[config.mk]
export PLATFORM = sky130hd
export DESIGN_NAME = wb_slave_interface
export DESIGN_NICKNAME = d
export VERILOG_FILES = /design/src/rtl/wb_dsp_pkg.sv /design/src/rtl/wb_slave_regfile.sv /design/src/rtl/wb_slave_interface.sv
export SDC_FILE = /design/constraint.sdc
export NUM_CORES = 1
export LEC_CHECK = 0
export ABC_AREA = 1
export CAP_MARGIN = 20
export CORE_ASPECT_RATIO = 0.5
export CORE_MARGIN = 1.5
export CORE_UTILIZATION = 50
export CTS_BUF_LIST = sky130_fd_sc_hd__clkbuf_8
export DETAILED_ROUTE_END_ITERATION = 6
export GPL_ROUTABILITY_DRIVEN = 0
export PLACE_DENSITY = 0.9
export SLEW_MARGIN = 5
export SYNTH_ARGS = -nofsm -noshare
export SYNTH_HDL_FRONTEND = slang
export SYNTH_SLANG_ARGS = --single-unit
[constraint.sdc]
create_clock -name wb_clk -period 24.5 [get_ports wb_clk]
set_input_delay 4.9 -clock wb_clk [delete_from_list [all_inputs] [get_ports wb_clk]]
set_output_delay 4.9 -clock wb_clk [all_outputs]
set_load 0.01 [all_outputs]
[src/rtl/wb_dsp_pkg.sv]
// Encodings shared by the DSP-bus Wishbone master and slave.
package wb_dsp_pkg;
  localparam int ADR_LSB   = 2;
  localparam int NUM_LANES = 4;

  typedef enum logic [1:0] {
    SLV_IDLE = 2'h0,
    SLV_WAIT = 2'h1,
    SLV_RESP = 2'h2
  } slv_state_t;

  typedef enum logic [1:0] {
    MST_IDLE     = 2'h0,
    MST_WAIT_ACK = 2'h1,
    MST_ERROR    = 2'h3
  } mst_state_t;
endpackage

[src/rtl/wb_slave_regfile.sv]
// Register bank with byte-lane writes, read mux (last index = status_i) and write pulses.
// Writes land on the wr_en edge; reg_wr_o is registered, rd_dat is combinational.
module wb_slave_regfile
  import wb_dsp_pkg::*;
#(
  parameter int DW       = 32,
  parameter int NUM_REGS = 8,
  parameter int IW       = $clog2(NUM_REGS)
) (
  input  logic                   wb_clk,
  input  logic                   wb_rst,
  input  logic                   wr_en,
  input  logic [IW-1:0]          idx,
  input  logic [DW-1:0]          wr_dat,
  input  logic [NUM_LANES-1:0]   wr_sel,
  input  logic [DW-1:0]          status_i,
  output logic [DW-1:0]          rd_dat,
  output logic [NUM_REGS*DW-1:0] regs_o,
  output logic [NUM_REGS-1:0]    reg_wr_o
);
  localparam logic [IW-1:0] STATUS_IDX = IW'(NUM_REGS - 1);

  logic [DW-1:0] regs [NUM_REGS];

  // The status slot is never written, so it simply holds its reset value.
  always_ff @(posedge wb_clk or posedge wb_rst) begin
    if (wb_rst) begin
      for (int k = 0; k < NUM_REGS; k++) regs[k] <= '0;
      reg_wr_o <= '0;
    end else begin
      reg_wr_o <= '0;
      if (wr_en && idx != STATUS_IDX) begin
        reg_wr_o[idx] <= 1'b1;
        for (int b = 0; b < NUM_LANES; b++)
          if (wr_sel[b]) regs[idx][8*b +: 8] <= wr_dat[8*b +: 8];
      end
    end
  end

  always_comb begin
    rd_dat = (idx == STATUS_IDX) ? status_i : regs[idx];
  end

  always_comb begin
    regs_o = '0;
    for (int k = 0; k < NUM_REGS; k++) regs_o[k*DW +: DW] = regs[k];
  end
endmodule

[src/rtl/wb_slave_interface.sv]
// Wishbone classic slave over a register bank: termination WAIT_STATES+1 cycles after the sample edge,
// priority rty > err > ack; the master holds cyc/stb until terminated, dropping cyc in WAIT aborts.
module wb_slave_interface
  import wb_dsp_pkg::*;
#(
  parameter int          dw          = 32,
  parameter int          aw          = 32,
  parameter int          NUM_REGS    = 8,
  parameter logic [31:0] BASE_ADDR   = 32'h0000_0000,
  parameter int          WAIT_STATES = 0
) (
  input  logic                   wb_clk,
  input  logic                   wb_rst,
  input  logic [aw-1:0]          wb_adr_i,
  input  logic [dw-1:0]          wb_dat_i,
  input  logic [3:0]             wb_sel_i,
  input  logic                   wb_we_i,
  input  logic                   wb_cyc_i,
  input  logic                   wb_stb_i,
  output logic [dw-1:0]          wb_dat_o,
  output logic                   wb_ack_o,
  output logic                   wb_err_o,
  output logic                   wb_rty_o,
  input  logic                   busy_i,
  input  logic [dw-1:0]          status_i,
  output logic [NUM_REGS*dw-1:0] regs_o,
  output logic [NUM_REGS-1:0]    reg_wr_o
);
  localparam int            IW      = $clog2(NUM_REGS);
  localparam logic [aw-1:0] BASE    = aw'(BASE_ADDR);
  localparam logic [aw-1:0] SPAN    = aw'(NUM_REGS * 4);
  localparam logic [3:0]    WS_LOAD = (WAIT_STATES == 0) ? 4'd0 : 4'(WAIT_STATES - 1);

  typedef struct packed {
    logic [aw-1:0]        adr;
    logic [dw-1:0]        dat;
    logic [NUM_LANES-1:0] sel;
    logic                 we;
  } req_t;

  slv_state_t    state;
  logic [3:0]    wait_cnt;
  req_t          lat_req, cur_req;
  logic [aw-1:0] offset;
  logic          borrow, hit, req, resp_go, wr_en;
  logic [IW-1:0] idx;
  logic [dw-1:0] rd_dat;

  assign req = wb_cyc_i & wb_stb_i;

  // With no wait states the response is decided on the sampling edge, straight from the bus.
  always_comb begin
    cur_req = lat_req;
    if (state == SLV_IDLE)
      cur_req = '{adr: wb_adr_i, dat: wb_dat_i, sel: wb_sel_i, we: wb_we_i};
  end

  assign {borrow, offset} = {1'b0, cur_req.adr} - {1'b0, BASE};
  assign hit = !borrow && (offset < SPAN);
  assign idx = offset[ADR_LSB +: IW];

  assign resp_go = ((state == SLV_IDLE) && req && (WAIT_STATES == 0)) ||
                   ((state == SLV_WAIT) && wb_cyc_i && (wait_cnt == 4'd0));
  assign wr_en   = resp_go && !busy_i && hit && cur_req.we;

  always_ff @(posedge wb_clk or posedge wb_rst) begin
    if (wb_rst) begin
      state    <= SLV_IDLE;
      wait_cnt <= 4'd0;
      lat_req  <= '0;
      wb_ack_o <= 1'b0;
      wb_err_o <= 1'b0;
      wb_rty_o <= 1'b0;
      wb_dat_o <= '0;
    end else begin
      wb_ack_o <= 1'b0;
      wb_err_o <= 1'b0;
      wb_rty_o <= 1'b0;
      wb_dat_o <= '0;
      case (state)
        SLV_IDLE: if (req) begin
          lat_req  <= cur_req;
          wait_cnt <= WS_LOAD;
          state    <= (WAIT_STATES == 0) ? SLV_RESP : SLV_WAIT;
        end
        SLV_WAIT: begin
          if (!wb_cyc_i)               state    <= SLV_IDLE;
          else if (wait_cnt == 4'd0)   state    <= SLV_RESP;
          else                         wait_cnt <= wait_cnt - 4'd1;
        end
        default: state <= SLV_IDLE;
      endcase
      if (resp_go) begin
        if (busy_i)      wb_rty_o <= 1'b1;
        else if (!hit)   wb_err_o <= 1'b1;
        else begin
          wb_ack_o <= 1'b1;
          if (!cur_req.we) wb_dat_o <= rd_dat;
        end
      end
    end
  end

  wb_slave_regfile #(
    .DW       (dw),
    .NUM_REGS (NUM_REGS),
    .IW       (IW)
  ) u_regfile (
    .wb_clk   (wb_clk),
    .wb_rst   (wb_rst),
    .wr_en    (wr_en),
    .idx      (idx),
    .wr_dat   (cur_req.dat),
    .wr_sel   (cur_req.sel),
    .status_i (status_i),
    .rd_dat   (rd_dat),
    .regs_o   (regs_o),
    .reg_wr_o (reg_wr_o)
  );
endmodule

; Yosys cells after proc, flatten, opt, wreduce, memory -nomap -nowiden
; Cells that the tools add are included.
; Widths: inputs -> output; s select.
[totals]
register_bits = 374
input_bits = 106
word_cells = 98
output_inout_bits = 299
[classes]
n_eq_ne = 7
n_addsub = 1
order_cmp = 5
n_reduce_logical = 17
muxes = 47
bitwise = 2
[op_table]
columns = cell, count
row1 = $mux 256, 7
row2 = $bwmux 256, 4
row3 = $demux 32 s3, 4
row4 = $mux 32, 8
row5 = $bmux 32 s3, 1
row6 = $mux 69, 1
row7 = $lt 32x6->1 const B, 1
row8 = $mux 24, 1
row9 = $mux 16, 1
row10 = $mux 8, 2
row11 = $mux 4, 3
row12 = $logic_and 1x1->1, 9
row13 = $mux 1, 9
row14 = $pmux 4 s2, 1
row15 = $mux 2, 3
row16 = $ne 2x2->1 const B, 3
row17 = $ge 4x4->1 const B, 1
row18 = $logic_not 4->1, 1
row19 = $lt 3x4->1 const B, 1
row20 = $lt 4x1->1 const B, 1
row21 = $not 3->4, 1
row22 = $pmux 2 s2, 1
row23 = $reduce_and 2->1, 2
row24 = $reduce_and 4->1, 1
row25 = other kinds (12), 12

; Logic depth before layout (Yosys ltp)
[logic_depth]
word_depth = 18
ltp_mapped = 14

; Cells and area by module
; Synthesis repeated with hierarchy kept, for this count alone.
[unflattened]
cells_unflattened = 2137
hier_area_um2 = 16876.2
[modules_own_cells]
columns = module, area_per_inst_um2, cells_each, n_inst
row1 = wb_slave_regfile, 12389.4, 1589, 1
row2 = wb_slave_interface, 4486.8, 548, 1

; Worst setup path after synthesis
; Ideal clock, no wire load.
[synth_path]
path_type = input to register
from = input wb_adr_i[3]
to = register u_regfile.regs (netlist bit u_regfile.regs_o[152])
setup_slack_ns = 18.295
cell_stages = 10
arrival_time_ns = 6.088
cell_sequence = nand2_1 o21ai_4 nand3_2 nand2_1 inv_2 buf_4 buf_4 nand4_4 nand2_1 nand2_1
[synth_via]
elab_chain_len = 14
elab_cells_between_ends = 26
cone_classes = 3 x order compare / 1 x eq/ne / 17 x mux / 1 x bitwise / 4 x reduce/logical
[synth_rtl]
columns = item, line_no
row1 = from (decl), wb_slave_interface.sv:14  ; input logic [aw-1:0] wb_adr_i,
row2 = $mux 69 (*), wb_slave_interface.sv:54  ; if (state == SLV_IDLE)
row3 = $not 3->4 (not written as such), wb_slave_regfile.sv:35  ; if (wr_sel[b]) regs[idx][8*b +: 8] <= wr_dat[8*b +: 8];
row4 = $demux 32 s3, wb_slave_regfile.sv:35
row5 = $bwmux 256, wb_slave_regfile.sv:35
row6 = $mux 256, wb_slave_regfile.sv:35
row7 = $mux 256, wb_slave_regfile.sv:32  ; if (wr_en && idx != STATUS_IDX) begin
row8 = $bwmux 256, wb_slave_regfile.sv:35
row9 = $mux 256, wb_slave_regfile.sv:35
row10 = $mux 256, wb_slave_regfile.sv:32
row11 = $bwmux 256, wb_slave_regfile.sv:35
row12 = $mux 256, wb_slave_regfile.sv:35
row13 = $mux 256, wb_slave_regfile.sv:32
row14 = $bwmux 256, wb_slave_regfile.sv:35
row15 = $mux 256, wb_slave_regfile.sv:35
row16 = "to (signal, indexed assignment)", wb_slave_regfile.sv:35
row17 = to (decl), wb_slave_regfile.sv:23  ; logic [DW-1:0] regs [NUM_REGS];
; Mark *: on every way between the ends. The rest lies on a longest branch, timed or not. The select of a mux whose other input is x is not followed.
; A chain may end at the register's enable or synchronous reset.

; Worst setup path after layout
[layout_path]
from = input wb_adr_i[2]
to = register u_regfile.regs (netlist bit u_regfile.regs_o[9])
[layout_via]
elab_chain_len = 14
elab_cells_between_ends = 26
cone_classes = 3 x order compare / 1 x eq/ne / 17 x mux / 1 x bitwise / 4 x reduce/logical
[layout_rtl]
columns = item, line_no
row1 = $mux 69 (*), wb_slave_interface.sv:54
row2 = $not 3->4 (not written as such), wb_slave_regfile.sv:35
row3 = "$ge 4x4->1 (not written as such), or another cell as far along", wb_slave_regfile.sv:35
row4 = $logic_and 1x1->1 (not written as such) / $bwmux 256 (equally long branches), wb_slave_regfile.sv:35
row5 = $mux 16 (not written as such) / $mux 256 (equally long branches), wb_slave_regfile.sv:35
row6 = $demux 32 s3 / $mux 256 (equally long branches), "wb_slave_regfile.sv:35, wb_slave_regfile.sv:32"
row7 = $bwmux 256, wb_slave_regfile.sv:35
row8 = $mux 256, wb_slave_regfile.sv:35
row9 = $mux 256, wb_slave_regfile.sv:32
row10 = $bwmux 256, wb_slave_regfile.sv:35
row11 = $mux 256, wb_slave_regfile.sv:35
row12 = $mux 256, wb_slave_regfile.sv:32
row13 = $bwmux 256, wb_slave_regfile.sv:35
row14 = $mux 256, wb_slave_regfile.sv:35
; Marks and branches as above.

==> results_tabular.tex <==
\begin{tabular}{lr}
\hline
Metric & Value \\
\hline
\multicolumn{2}{l}{\textbf{Layout}} \\
Commonest cells after routing, fill and taps aside & sky130\_fd\_sc\_hd\_\_nand2\_1 (661), sky130\_fd\_sc\_hd\_\_clkdlybuf4s50\_1 (402), sky130\_fd\_sc\_hd\_\_dfrtp\_1 (367) \\
Layout Utilization & 67.3\% \\
Net total in the final layout & about 2400 \\
Area added between synthesis and finish & 30.5\% \\
Number of fillers in the final layout & $\sim$2400 \\
Design area & between 20000 and 25000 um2 \\
Commonest non-fill, non-tap cell in the layout & sky130\_fd\_sc\_hd\_\_nand2\_1 \\
Layout cell share with drive strength beyond 1 & 7.24\% \\
\multicolumn{2}{l}{\textbf{Timing}} \\
Max-slew headroom & approximately 17\% \\
Number of hold-slack violations in the final timing report & 0 \\
Setup repair after global routing missed its margin & no \\
Fraction of the cycle the final worst path needs & a little over a third \\
Post-route worst hold slack & 0.373 ns \\
Sum of negative setup slack & 0 ns \\
Max frequency & 116 MHz \\
Final number of setup-violating endpoints & 0 \\
Final setup skew & around 0.031 ns \\
Final Critical Period & 8.61 ns \\
Slew at the pin with the worst max-slew slack & 1.24 ns \\
Final max-slew violation count & 0 \\
\multicolumn{2}{l}{\textbf{Logic synthesis}} \\
Synthesis warning total & 0 \\
Largest cells by area after synthesis & sky130\_fd\_sc\_hd\_\_dfrtp\_1 (55\%), sky130\_fd\_sc\_hd\_\_nand2\_1 (15\%), sky130\_fd\_sc\_hd\_\_nand3\_1 (7.0\%) \\
Total standard cell area after synthesis & 16600 um2 \\
Syn\_area\_per\_cell & 8.59 um2 \\
Most common flop cell mapped by yosys & sky130\_fd\_sc\_hd\_\_dfrtp\_1 \\
Post-synth ARST share & 100\% \\
Post-synthesis sequential element count & about 370 \\
Top-area cell type share of the netlist area & 55.3\% \\
Sequential share of the synthesized area & 55.3\% \\
Cell variety after synth & 31 \\
Synth Net Count & between 2000 and 2500 \\
Largest area contributor in the synthesized netlist & sky130\_fd\_sc\_hd\_\_dfrtp\_1 \\
Post-Syn Instances & 1932 \\
Post-synth EDFFs & 0 \\
\multicolumn{2}{l}{\textbf{Clock tree}} \\
Reg clk slew, reported paths & $\sim$0.070 ns \\
Root Driver & sky130\_fd\_sc\_hd\_\_clkbuf\_8 \\
Worst skew pair latency & 0.62 ns \\
CTS H-tree lvls & 2 \\
Setup Fix Bufs, Post-CTS & 0 \\
Number of hold buffers added after cts & 0 \\
Total clock buffers created by CTS & 53 \\
TritonCTS clock tree & yes \\
Sink count of the clock tree & 367 \\
Post-CTS sizing & 0 \\
CTS Buffer Depth & 3 \\
\multicolumn{2}{l}{\textbf{Min path}} \\
Path type of the worst min-delay path & flop to flop \\
Origin of the worst min-delay path & u\_regfile.regs\_o[252]\$\_DFFE\_PP0P\_ \\
Worst Hold Depth & 0 \\
Capture endpoint of the worst hold path & u\_regfile.regs\_o[252]\$\_DFFE\_PP0P\_ \\
\multicolumn{2}{l}{\textbf{Routing}} \\
Routed via count divided by cell count & between 5 and 6 \\
Via total after detailed routing & 16000 \\
Post-detailed-route DRC marker count & 0 \\
Post-DRT Antenna Nets & 0 \\
Routed wire length & about 60000 um \\
First-pass DRT Iterations & 6 \\
DR iter-0 viols & 1951 \\
Drt wl/cell & 21.4 um \\
\multicolumn{2}{l}{\textbf{Power and ir drop}} \\
Part of the power in the clock network & 38.8\% \\
Part of the total power dissipated in combinational logic & 12.3\% \\
Static leakage power & between 10 and 15 nW \\
Total internal power & 0.927 mW \\
Switching power total & 0.365 mW \\
Switching power share of the total & $\sim$28\% \\
Total power divided by cell area & 59.6 nW/um2 \\
Peak VDD IR & 33.4 uV \\
Sequential share of power & 48.9\% \\
\multicolumn{2}{l}{\textbf{Global route}} \\
Global-route wire length before repair & 88400 um \\
Gr ovfl total & 0 \\
Pin count of the biggest net entering global routing & 139 \\
Number of antenna violations at the first check in global routing & 5 \\
All-Layer GR Usage & 33.5\% \\
Number of global-route vias before repair & 15400 \\
\multicolumn{2}{l}{\textbf{Worst setup path}} \\
Critical path start-end classification & primary input to flop \\
Launch point of the worst reg-to-reg path & state[1]\$\_DFFE\_PP0P\_ \\
Critical Path Source Type & primary input \\
Req. time, crit path & roughly 25 ns \\
Count of cells along the worst register-to-register path & 9 \\
Top fanout value on the critical path & 34 \\
Crit Reg-Reg Endpoint & u\_regfile.regs\_o[9]\$\_DFFE\_PP0P\_ \\
Worst reg-to-reg setup slack & 18.96 ns \\
Critical path data arrival time & a little over 9 ns \\
Crit path capture type & flop \\
\multicolumn{2}{l}{\textbf{Die}} \\
I/O pin total & 405 \\
Die Span Y & 132 um \\
Starting density of the core & about half \\
Die outline width & 261 um \\
Area inside the core boundary & 32200 um2 \\
Number of core rows & between 40 and 50 \\
Overall die area & 34400 um2 \\
\multicolumn{2}{l}{\textbf{Place}} \\
Post-Place Cell Area & 20500 um2 \\
Final HPWL DP & 37500 um \\
Count of input and output buffers & 402 \\
\multicolumn{2}{l}{\textbf{Run}} \\
Max-cap viol count & 0 \\
\multicolumn{2}{l}{\textbf{Outcome}} \\
Outcome & completed \\
\hline
\end{tabular}
## worst max-delay path by stage
| stage | to | startpoint | slack, ns |
|---|---|---|---|
| 2_1_floorplan | lat_req[0]$_DFFE_PP0P_ | wb_rst | 9.41 |
| 3_3_place_gp | u_regfile.regs_o[211]$_DFFE_PP0P_ | wb_adr_i[2] | 15.56 |
| 3_5_place_dp | u_regfile.regs_o[11]$_DFFE_PP0P_ | wb_adr_i[2] | 15.43 |
| 4_1_cts | u_regfile.regs_o[11]$_DFFE_PP0P_ | wb_adr_i[2] | 16.04 |
| 5_1_grt | u_regfile.regs_o[136]$_DFFE_PP0P_ | wb_adr_i[2] | 15.74 |
| 6_report | u_regfile.regs_o[9]$_DFFE_PP0P_ | wb_adr_i[2] | 15.89 |
## cell usage after synthesis, types with 2 or more instances
| cell type | number |
|---|---|
| sky130_fd_sc_hd__buf_4 | 7 |
| sky130_fd_sc_hd__buf_1 | 7 |
| sky130_fd_sc_hd__nor2_4 | 8 |
| sky130_fd_sc_hd__nand4_2 | 18 |
| sky130_fd_sc_hd__o21ai_4 | 5 |
| sky130_fd_sc_hd__nor3_2 | 9 |
| sky130_fd_sc_hd__nand3b_1 | 2 |
| sky130_fd_sc_hd__nor3_1 | 27 |
| sky130_fd_sc_hd__o21ai_0 | 63 |
| sky130_fd_sc_hd__clkbuf_1 | 69 |
| sky130_fd_sc_hd__inv_1 | 84 |
| sky130_fd_sc_hd__nand4_4 | 11 |
| sky130_fd_sc_hd__o21ai_2 | 3 |
| sky130_fd_sc_hd__o21ai_1 | 33 |
| sky130_fd_sc_hd__nor2_1 | 165 |
| sky130_fd_sc_hd__buf_6 | 28 |
| sky130_fd_sc_hd__buf_2 | 25 |
| sky130_fd_sc_hd__nand2_1 | 662 |
| sky130_fd_sc_hd__nand3_2 | 4 |
| sky130_fd_sc_hd__or2_2 | 4 |
| sky130_fd_sc_hd__o22ai_1 | 89 |
| sky130_fd_sc_hd__inv_2 | 3 |
| sky130_fd_sc_hd__dfrtp_1 | 367 |
| sky130_fd_sc_hd__nand3_1 | 232 |
## power by group through the flow
| stage | sequential, mW | combinational (mW) | clock, mW |
|---|---|---|---|
| after floorplan | 0.641 | 0.104 | 0 |
| after global placement | 0.642 | 0.150 | 0 |
| after detailed placement | 0.643 | 0.154 | 0 |
| after CTS | 0.632 | 0.156 | 0.500 |
| after global routing | 0.634 | 0.175 | 0.528 |
| final | 0.632 | 0.159 | 0.501 |
## through the flow
stage	instances	setup WS, ns	power (mW)
CTS	2735	16.04	1.29
detailed placement	2646	15.43	0.798
global route	2743	15.74	1.34
finish	2743	15.89	1.29
global placement	2646	15.56	0.792
floorplan	1932	9.41	0.746
## area by class of cell
| type | count | area [um2] | area share (%) |
|---|---|---|---|
| Tap cell | 432 | 541 | 2.49 |
| Multi-Input combinational cell | 1341 | 6330 | 29.2 |
| Antenna cell | 5 | 12.5 | 0.0577 |
| Timing Repair Buffer | 421 | 4220 | 19.5 |
| Clock inverter | 25 | 163 | 0.751 |
| Inverter | 88 | 340 | 1.57 |
| Sequential cell | 367 | 9180 | 42.4 |
| Clock buffer | 64 | 881 | 4.07 |
## flip-flops by register name, indices dropped and copies added (netlist names)
register	cells
wb_err_o	1
wb_rty_o	1
u_regfile.regs_o	256
wb_dat_o	32
u_regfile.reg_wr_o	8
lat_req	67
state	1
wb_ack_o	1
## cell families (layout without fill, tap and decap cells)
kind of cell	after synthesis	count (layout)	share of synthesized area [%]
DFF	367	367	55.3
AOI/OAI and AO/OA	194	194	6.94
buffers and inverters	224	598	6.68
and+or+nand+nor	1146	1146	31.0
other	1	6	0.0226
## routing by layer
metal / GRT usage [%] / wire (um) / vias to the layer above
met5: 0 / 0 / -
met4: 21.6 / 4150 / 0
met3: 7.48 / 6000 / 284
met2: 50.8 / 26400 / 1117
met1: 43.4 / 22100 / 7624
li1: - / - / 6965
## worst max-delay path, cell delays in order
cell	delay (ns)
sky130_fd_sc_hd__clkdlybuf4s50_1	0.44
sky130_fd_sc_hd__nand2_1	0.09
sky130_fd_sc_hd__o21ai_2	0.17
sky130_fd_sc_hd__nand3_2	0.77
sky130_fd_sc_hd__nand2_1	0.14
sky130_fd_sc_hd__inv_2	0.75
sky130_fd_sc_hd__nand4_4	0.43
sky130_fd_sc_hd__nor2_4	1.07
sky130_fd_sc_hd__nand3_1	0.21
sky130_fd_sc_hd__nand2_1	0.15
Power figures use the tool's default switching activity.
